`src/rtl/rx2in_ctl.sv`:
```
// rx2in_ctl: UART RX byte FIFO draining into the HRM-CPU INBOX.
// Optional RTS flow control when RX2IN_RTS_EN is defined.
module rx2in_ctl #(
  parameter int AW = 4
`ifdef RX2IN_RTS_EN
  ,
  parameter int RTS_MARGIN = 2
`endif
) (
  input  logic          clk,
  input  logic          reset_n,
  input  logic          i_wr,
  input  logic [7:0]    i_data,
  input  logic          i_full,
  input  logic          i_clr_ovr,
  output logic          o_push,
  output logic [7:0]    o_data,
  output logic [AW:0]   o_level,
  output logic          o_overrun
`ifdef RX2IN_RTS_EN
  ,
  output logic          o_rts_n
`endif
);

  localparam int DEPTH = 2 ** AW;

  localparam logic [AW:0] C_FULL = {1'b1, {AW{1'b0}}};

  logic [7:0]    r_mem [DEPTH];
  logic [AW-1:0] r_wptr;
  logic [AW-1:0] r_rptr;
  logic [AW:0]   r_level;
  logic          r_push;
  logic [7:0]    r_data;
  logic          r_overrun;

  logic          w_pop;
  logic          w_wr_ok;
  logic          w_drop;
  logic [AW:0]   w_level_nxt;

  // Pop/write qualification and next occupancy
  always_comb begin
    w_pop       = (r_level != '0) && !i_full && !r_push;
    w_wr_ok     = i_wr && ((r_level != C_FULL) || w_pop);
    w_drop      = i_wr && !w_wr_ok;
    w_level_nxt = r_level + (AW+1)'(w_wr_ok) - (AW+1)'(w_pop);
  end

  // Byte storage; contents are don't-care until written
  always_ff @(posedge clk) begin
    if (w_wr_ok)
      r_mem[r_wptr] <= i_data;
  end

  // Pointers, level and INBOX push strobe
  always_ff @(posedge clk or negedge reset_n) begin
    if (!reset_n) begin
      r_wptr  <= '0;
      r_rptr  <= '0;
      r_level <= '0;
      r_push  <= 1'b0;
      r_data  <= 8'h00;
    end else begin
      r_level <= w_level_nxt;
      r_push  <= w_pop;
      if (w_wr_ok)
        r_wptr <= r_wptr + AW'(1);
      if (w_pop) begin
        r_rptr <= r_rptr + AW'(1);
        r_data <= r_mem[r_rptr];
      end
    end
  end

  // Sticky overrun; a drop beats a same-edge clear
  always_ff @(posedge clk or negedge reset_n) begin
    if (!reset_n)
      r_overrun <= 1'b0;
    else if (w_drop)
      r_overrun <= 1'b1;
    else if (i_clr_ovr)
      r_overrun <= 1'b0;
  end

`ifdef RX2IN_RTS_EN
  localparam logic [AW:0] C_RTS_HI = C_FULL - (AW+1)'(RTS_MARGIN);
  localparam logic [AW:0] C_RTS_LO = C_FULL >> 1;

  logic r_rts_n;

  // RTS with hysteresis between half-full and the margin
  always_ff @(posedge clk or negedge reset_n) begin
    if (!reset_n)
      r_rts_n <= 1'b1;
    else if (w_level_nxt >= C_RTS_HI)
      r_rts_n <= 1'b1;
    else if (w_level_nxt <= C_RTS_LO)
      r_rts_n <= 1'b0;
  end

  assign o_rts_n = r_rts_n;
`endif

  assign o_push    = r_push;
  assign o_data    = r_data;
  assign o_level   = r_level;
  assign o_overrun = r_overrun;

endmodule

```
`config.mk`:
```
export PLATFORM = sky130hd
export DESIGN_NAME = rx2in_ctl
export DESIGN_NICKNAME = d
export VERILOG_FILES = /design/src/rtl/rx2in_ctl.sv
export SDC_FILE = /design/constraint.sdc
export NUM_CORES = 1
export LEC_CHECK = 0
export ABC_CLOCK_PERIOD_IN_PS = 2830
export BUFFER_PORTS_ARGS = -buffer_cell sky130_fd_sc_hd__buf_4
export CORE_ASPECT_RATIO = 1.5
export CORE_MARGIN = 2
export CORE_UTILIZATION = 55
export DETAILED_ROUTE_END_ITERATION = 16
export PLACE_DENSITY = 0.75
export SLEW_MARGIN = 20
export SYNTH_ARGS = -nofsm -noshare
export SYNTH_HDL_FRONTEND = slang
export SYNTH_SLANG_ARGS = --single-unit
```
`constraint.sdc`:
```
create_clock -name clk -period 2.83 [get_ports clk]
set_input_delay 0.283 -clock clk [delete_from_list [all_inputs] [get_ports clk]]
set_output_delay 0.283 -clock clk [all_outputs]
set_load 0.02 [all_outputs]
```
Yosys cells after proc, flatten, opt, wreduce, memory -nomap -nowiden:

Memories as Yosys holds them, arrays and structs flattened. A register that Yosys moved wholly into a read port is not among the register bits.
Cells that the tools add are included.

* add/subtract/negate cells: 4
* $mul: 0
* divide/modulo/power cells: 0
* order comparisons: 0
* equal/unequal tests: 1
* shifts and indexed selects: 0
* mux-type cells: 4
* bitwise gates (word level): 0
* reduce and logical (&&, ||, !) cells: 11

Operators with widths (count)
* adder 4 x 1 -> 4 bit, second input constant: 2
* adder 5 x 1 -> 5 bit: 1
* inequality test 5 bit, second input constant: 1
* nonzero test 5 bit: 1
* subtractor 5 x 1 -> 5 bit: 1
* logical AND 1 bit: 4
* zero test 1 bit: 4
* two-way mux 1 bit: 4
* nonzero test 2 bit: 1
* logical OR 1 bit: 1

* bits in registers: 15
* latch bits: 0
* RAM bits: 128
* ROM bits: 0
* bits of input ports: 13
* output and inout bits: 15
* logic and storage cells: 26
* memories kept: 1

Memory list
* r_mem: depth 16, width 8, rd ports 1, clocked after Yosys merged registers in 1, write ports 1, RTL line 30 `logic [7:0] r_mem [DEPTH];`

Logic depth before layout (Yosys ltp):

* word-level depth: 8
* depth in mapped cells: 15
* depth with buffers taken out: 14

Worst setup path after synthesis:

Ideal clock, no wire load.

* path kind: register to register
* from: reg r_level[3], in the netlist o_level[3]
* to: reg r_level[4], in the netlist o_level[4]
* library setup time: 0.080 ns
* data arrival time: 2.776 ns
* data required time: 2.750 ns
* setup slack: -0.026 ns
* cell stages (with the launch flop): 16
* path buffers: 1
* cell sequence: dfrtp_1 > inv_1 > ha_1 > or3b_2 > o21ai_1 > buf_4 > inv_1 > ha_1 > inv_1 > ha_1 > inv_1 > fa_1 > inv_1 > a21oi_1 > o21bai_1 > xnor2_1

* longest elaborated chain between the ends: 7
* elaborated cells on any way between the ends: 8
* classes of those cells: add/sub: 2; eq/ne: 1; reduce/logical: 5

RTL lines
* from (decl): RTL line 33 `logic [AW:0] r_level;`
* from (signal assigned): RTL line 66 `r_level <= w_level_nxt;`
* nonzero test 5 bit (*): RTL line 45 `w_pop = (r_level != '0) && !i_full && !r_push;`
* logical AND 1 bit (*) (2 in series): RTL line 45
* via w_pop: RTL line 38 `logic w_pop;`
* logical OR 1 bit: RTL line 46 `w_wr_ok = i_wr && ((r_level != C_FULL) || w_pop);`
* logical AND 1 bit: RTL line 46
* adder 5 x 1 -> 5 bit: RTL line 48 `w_level_nxt = r_level + (AW+1)'(w_wr_ok) - (AW+1)'(w_pop);`
* subtractor 5 x 1 -> 5 bit (*): RTL line 48
* via w_level_nxt[4]: RTL line 41 `logic [AW:0] w_level_nxt;`

Mark *: on every way through the listed nets, which the timed path passes. The rest lies on a longest branch.
A chain may end at the register's enable or synchronous reset.

Worst setup path in the final report:

* from: reg r_level[2], in the netlist o_level[2]
* to: reg r_level[4], in the netlist o_level[4]

Same word-level chain as after synthesis.

==> impl_metrics.toml <==
[floorplanning]
ios = 28
start_util = 0.561
die_area_um2 = 12000
die_x_um = 90.3
rows = 47
die_y_um = 133
coreArea_um2 = 10900

[finish]
stdcell_count = 520
drive_gt1_frac = 0.244
area_growth_pct = 16.3
fin_nets = 385
fillerInstances = 760
insertedDiodeCount = 0
final_cell_area_um2 = 7140
final_util = 0.653

[route]
met2WireLength_um = 6210
viasPerCell = 5.68
highest_layer = "met4"
drc = 0
met3WireLength_um = 448
drt_iter0_markers = 218
wl_per_cell_um = 21.6
first_pass_iters = 4
final_antenna_net_count = 0
wl_met1_um = 4450
routed_wl_um = 11200
vias = 2955

[clock_tree]
cts-root-buf = "clkbuf_16"
cts.sinks = 151
cts_inserted_buffers = 17
cts_tree = "done"
clk_pin_slew_ns = 0.06
cts_buffer_depth = 2
insertion_delay_ns = 0.42
cts_max_level = 4

[global_route]
grt_pass1_wl_um = 17300
grt_use_total = 0.202
antenna_found_initial = 0
grt.overflow.total = 0
grt_pass1_vias = 3022
grt_max_degree = 27

[pwr]
leakage_nw = 2.64
total_power_mw = 7.23
worst_ir_drop_vdd_mv = 0.468
p_per_area_nw_per_um2 = 1010

[setup_path]
worstPathRequired_ns = 3.17
crit-reg2reg-capture = "o_level[4]$_DFF_PN0_"
crit_top_cell = "inv_1"
crit_family = "adder cells"
worst-path-stages = 14
end_kind = "flop"
rrSetupSlack_ns = 0.20
cp-endpoint = "o_level[4]$_DFF_PN0_"
max_stage_delay_ns = 0.42
startpoint = "o_level[2]$_DFF_PN0_"
crit_chain = "inv_2 > ha_1 > or3b_4 > o21ai_2 > inv_2 > ha_1 > inv_1 > ha_2 > inv_1 > fa_2 > inv_1 > a21oi_1 > o21bai_1 > xnor2_1"
crit_path_top_delay_cell = "dfrtp_2"
setup.worst_path.start_class = "flop"
path_class = "reg -> reg"
cp.arrival_ns = 2.97
cp_num_buf_inv = 5
rr_worst_depth = 14
r2r_start = "o_level[2]$_DFF_PN0_"
critPathMaxFanout = 3

[yosys]
postSynthCellCount = 312
synth_ff_type = "edfxtp_1"
ys_ff_latch = 151
yosysTopAreaCell = "edfxtp_1"
syn_avg_cell_area_um2 = 19.7
synth_seq_area_share = 0.720
synth.distinct_cells = 36
syn_area_um2 = 6140
syn_nets = 337
yosys_warnings = 0
yosys.area.top_type_share = 0.626
async_reset_ff_frac = 0.152
synth_edf_count = 128
synthTopCellsByArea = "edfxtp_1, mux4_1, dfrtp_1"

[min_path]
hp-class = "in -> reg"

[sta]
setup_viol_count_final = 0
maxSlewViolCount = 0
finalCritPeriodShare = 0.930
slew_headroom = 0.353
tns_ns = 0
fmax_mhz = 380
rsz0062_at_grt = "no"
worstMarginPinSlew_ns = 0.967
fin_skew_ns = 0.00849
fin_crit_ns = 2.63
hold_violations = 0

[flow_run]
maxCapViolations = 0

[placement]
dpl_cell_area_um2 = 6520
port_buffers = 27
dp.cells = 485
gp_congestion = 0.822
place_hpwl_um = 7380

[run_status]
status = "finished, final reports clean"
-- cell usage after synthesis (2+ instances only) --
cell type	instances
edfxtp_1	128
mux4_1	26
dfrtp_1	23
inv_1	14
nor2_1	14
ha_1	11
nand2_1	10
a21o_1	8
mux2i_1	8
a211oi_1	7
o22ai_1	7
xnor2_1	7
mux4_2	6
buf_2	4
buf_4	4
nor3_1	4
a21oi_1	3
buf_6	3
nand2b_1	3
xor2_1	3
buf_1	2
buf_12	2
o21ai_0	2
-- worst min-delay path by stage --
| stage | startpoint | to | cells after the start |
|---|---|---|---|
| CTS | i_clr_ovr | o_overrun$_DFFE_PN0P_ | 2 |
| floorplan | reset_n | o_data[0]$_DFFE_PN0N_ | 0 |
| finish | i_clr_ovr | o_overrun$_DFFE_PN0P_ | 2 |
| global placement | reset_n | o_level[1]$_DFF_PN0_ | 1 |
| detailed placement | reset_n | o_level[1]$_DFF_PN0_ | 1 |
| global route | i_clr_ovr | o_overrun$_DFFE_PN0P_ | 2 |
-- repair_timing --
| action | in CTS | in global routing |
|---|---|---|
| hold endpoints to repair | 23 | 0 |
| endpoints found under the setup margin | 0 | 1 |
| gates resized for setup | 0 | 6 |
| setup buffers | 0 | 2 |
| hold buffers | 1 | 0 |
-- placed cells by master, fill, tap and decap left out, drive strengths merged, types with 6 or more instances in the layout --
cell type / count
mux4: 32
dfrtp: 23
clkinv: 6
edfxtp: 128
o22ai: 7
xnor2: 7
ha: 11
inv: 18
a211oi: 7
mux2i: 8
nor2: 14
a21o: 8
nand2: 10
clkbuf: 21
buf: 44
-- metrics by stage --
stage | hold slack [ns] | worst slack, ns
after floorplan | -0.0126 | 0.0147
after global placement | 0.197 | 0.0945
after detailed placement | 0.201 | 0.0161
after CTS | 0.0514 | 0.000644
after global routing | 0.0439 | 0.000637
final | 0.0621 | 0.198
-- kinds of logic (layout without fill, tap and decap cells) --
| kind of cell | count (synthesis) | in the layout | share of synthesized area |
|---|---|---|---|
| compound gates | 33 | 33 | 0.0371 |
| mux | 40 | 40 | 0.146 |
| xor+xnor | 10 | 10 | 0.0143 |
| flops | 151 | 151 | 0.720 |
| simple gates | 36 | 36 | 0.0263 |
| fa+ha+maj | 12 | 12 | 0.0257 |
| buf+inv | 30 | 91 | 0.0306 |
-- sequential cells by signal (all words and copies together) (netlist names) --
name	count
o_level	5
o_push	1
r_mem	128
r_wptr	4
r_rptr	4
o_overrun	1
o_data	8
-- metal layers --
metal	vias to the layer above	global-route usage
met1	1523	0.233
met5	-	0
met3	8	0.0583
met2	71	0.356
met4	0	0.0778
li1	1353	-
-- power by group --
part	switching (mW)	total, mW	internal [mW]
clock network	0.840	2.17	1.33
logic	1.01	1.99	0.980
registers	0.293	3.06	2.77
total	2.15	7.23	5.08
-- cell type report --
cell class                 count  area (um2)  share of cell area
timing repair buffer          45         353              0.0494
tap                          147         184              0.0258
inverter                      14        52.6             0.00736
multi-input combinational    131        1540               0.216
clock inverter                11        90.1              0.0126
clock buffer                  21         493              0.0691
sequential                   151        4420               0.619
Power figures use the tool's default switching activity.
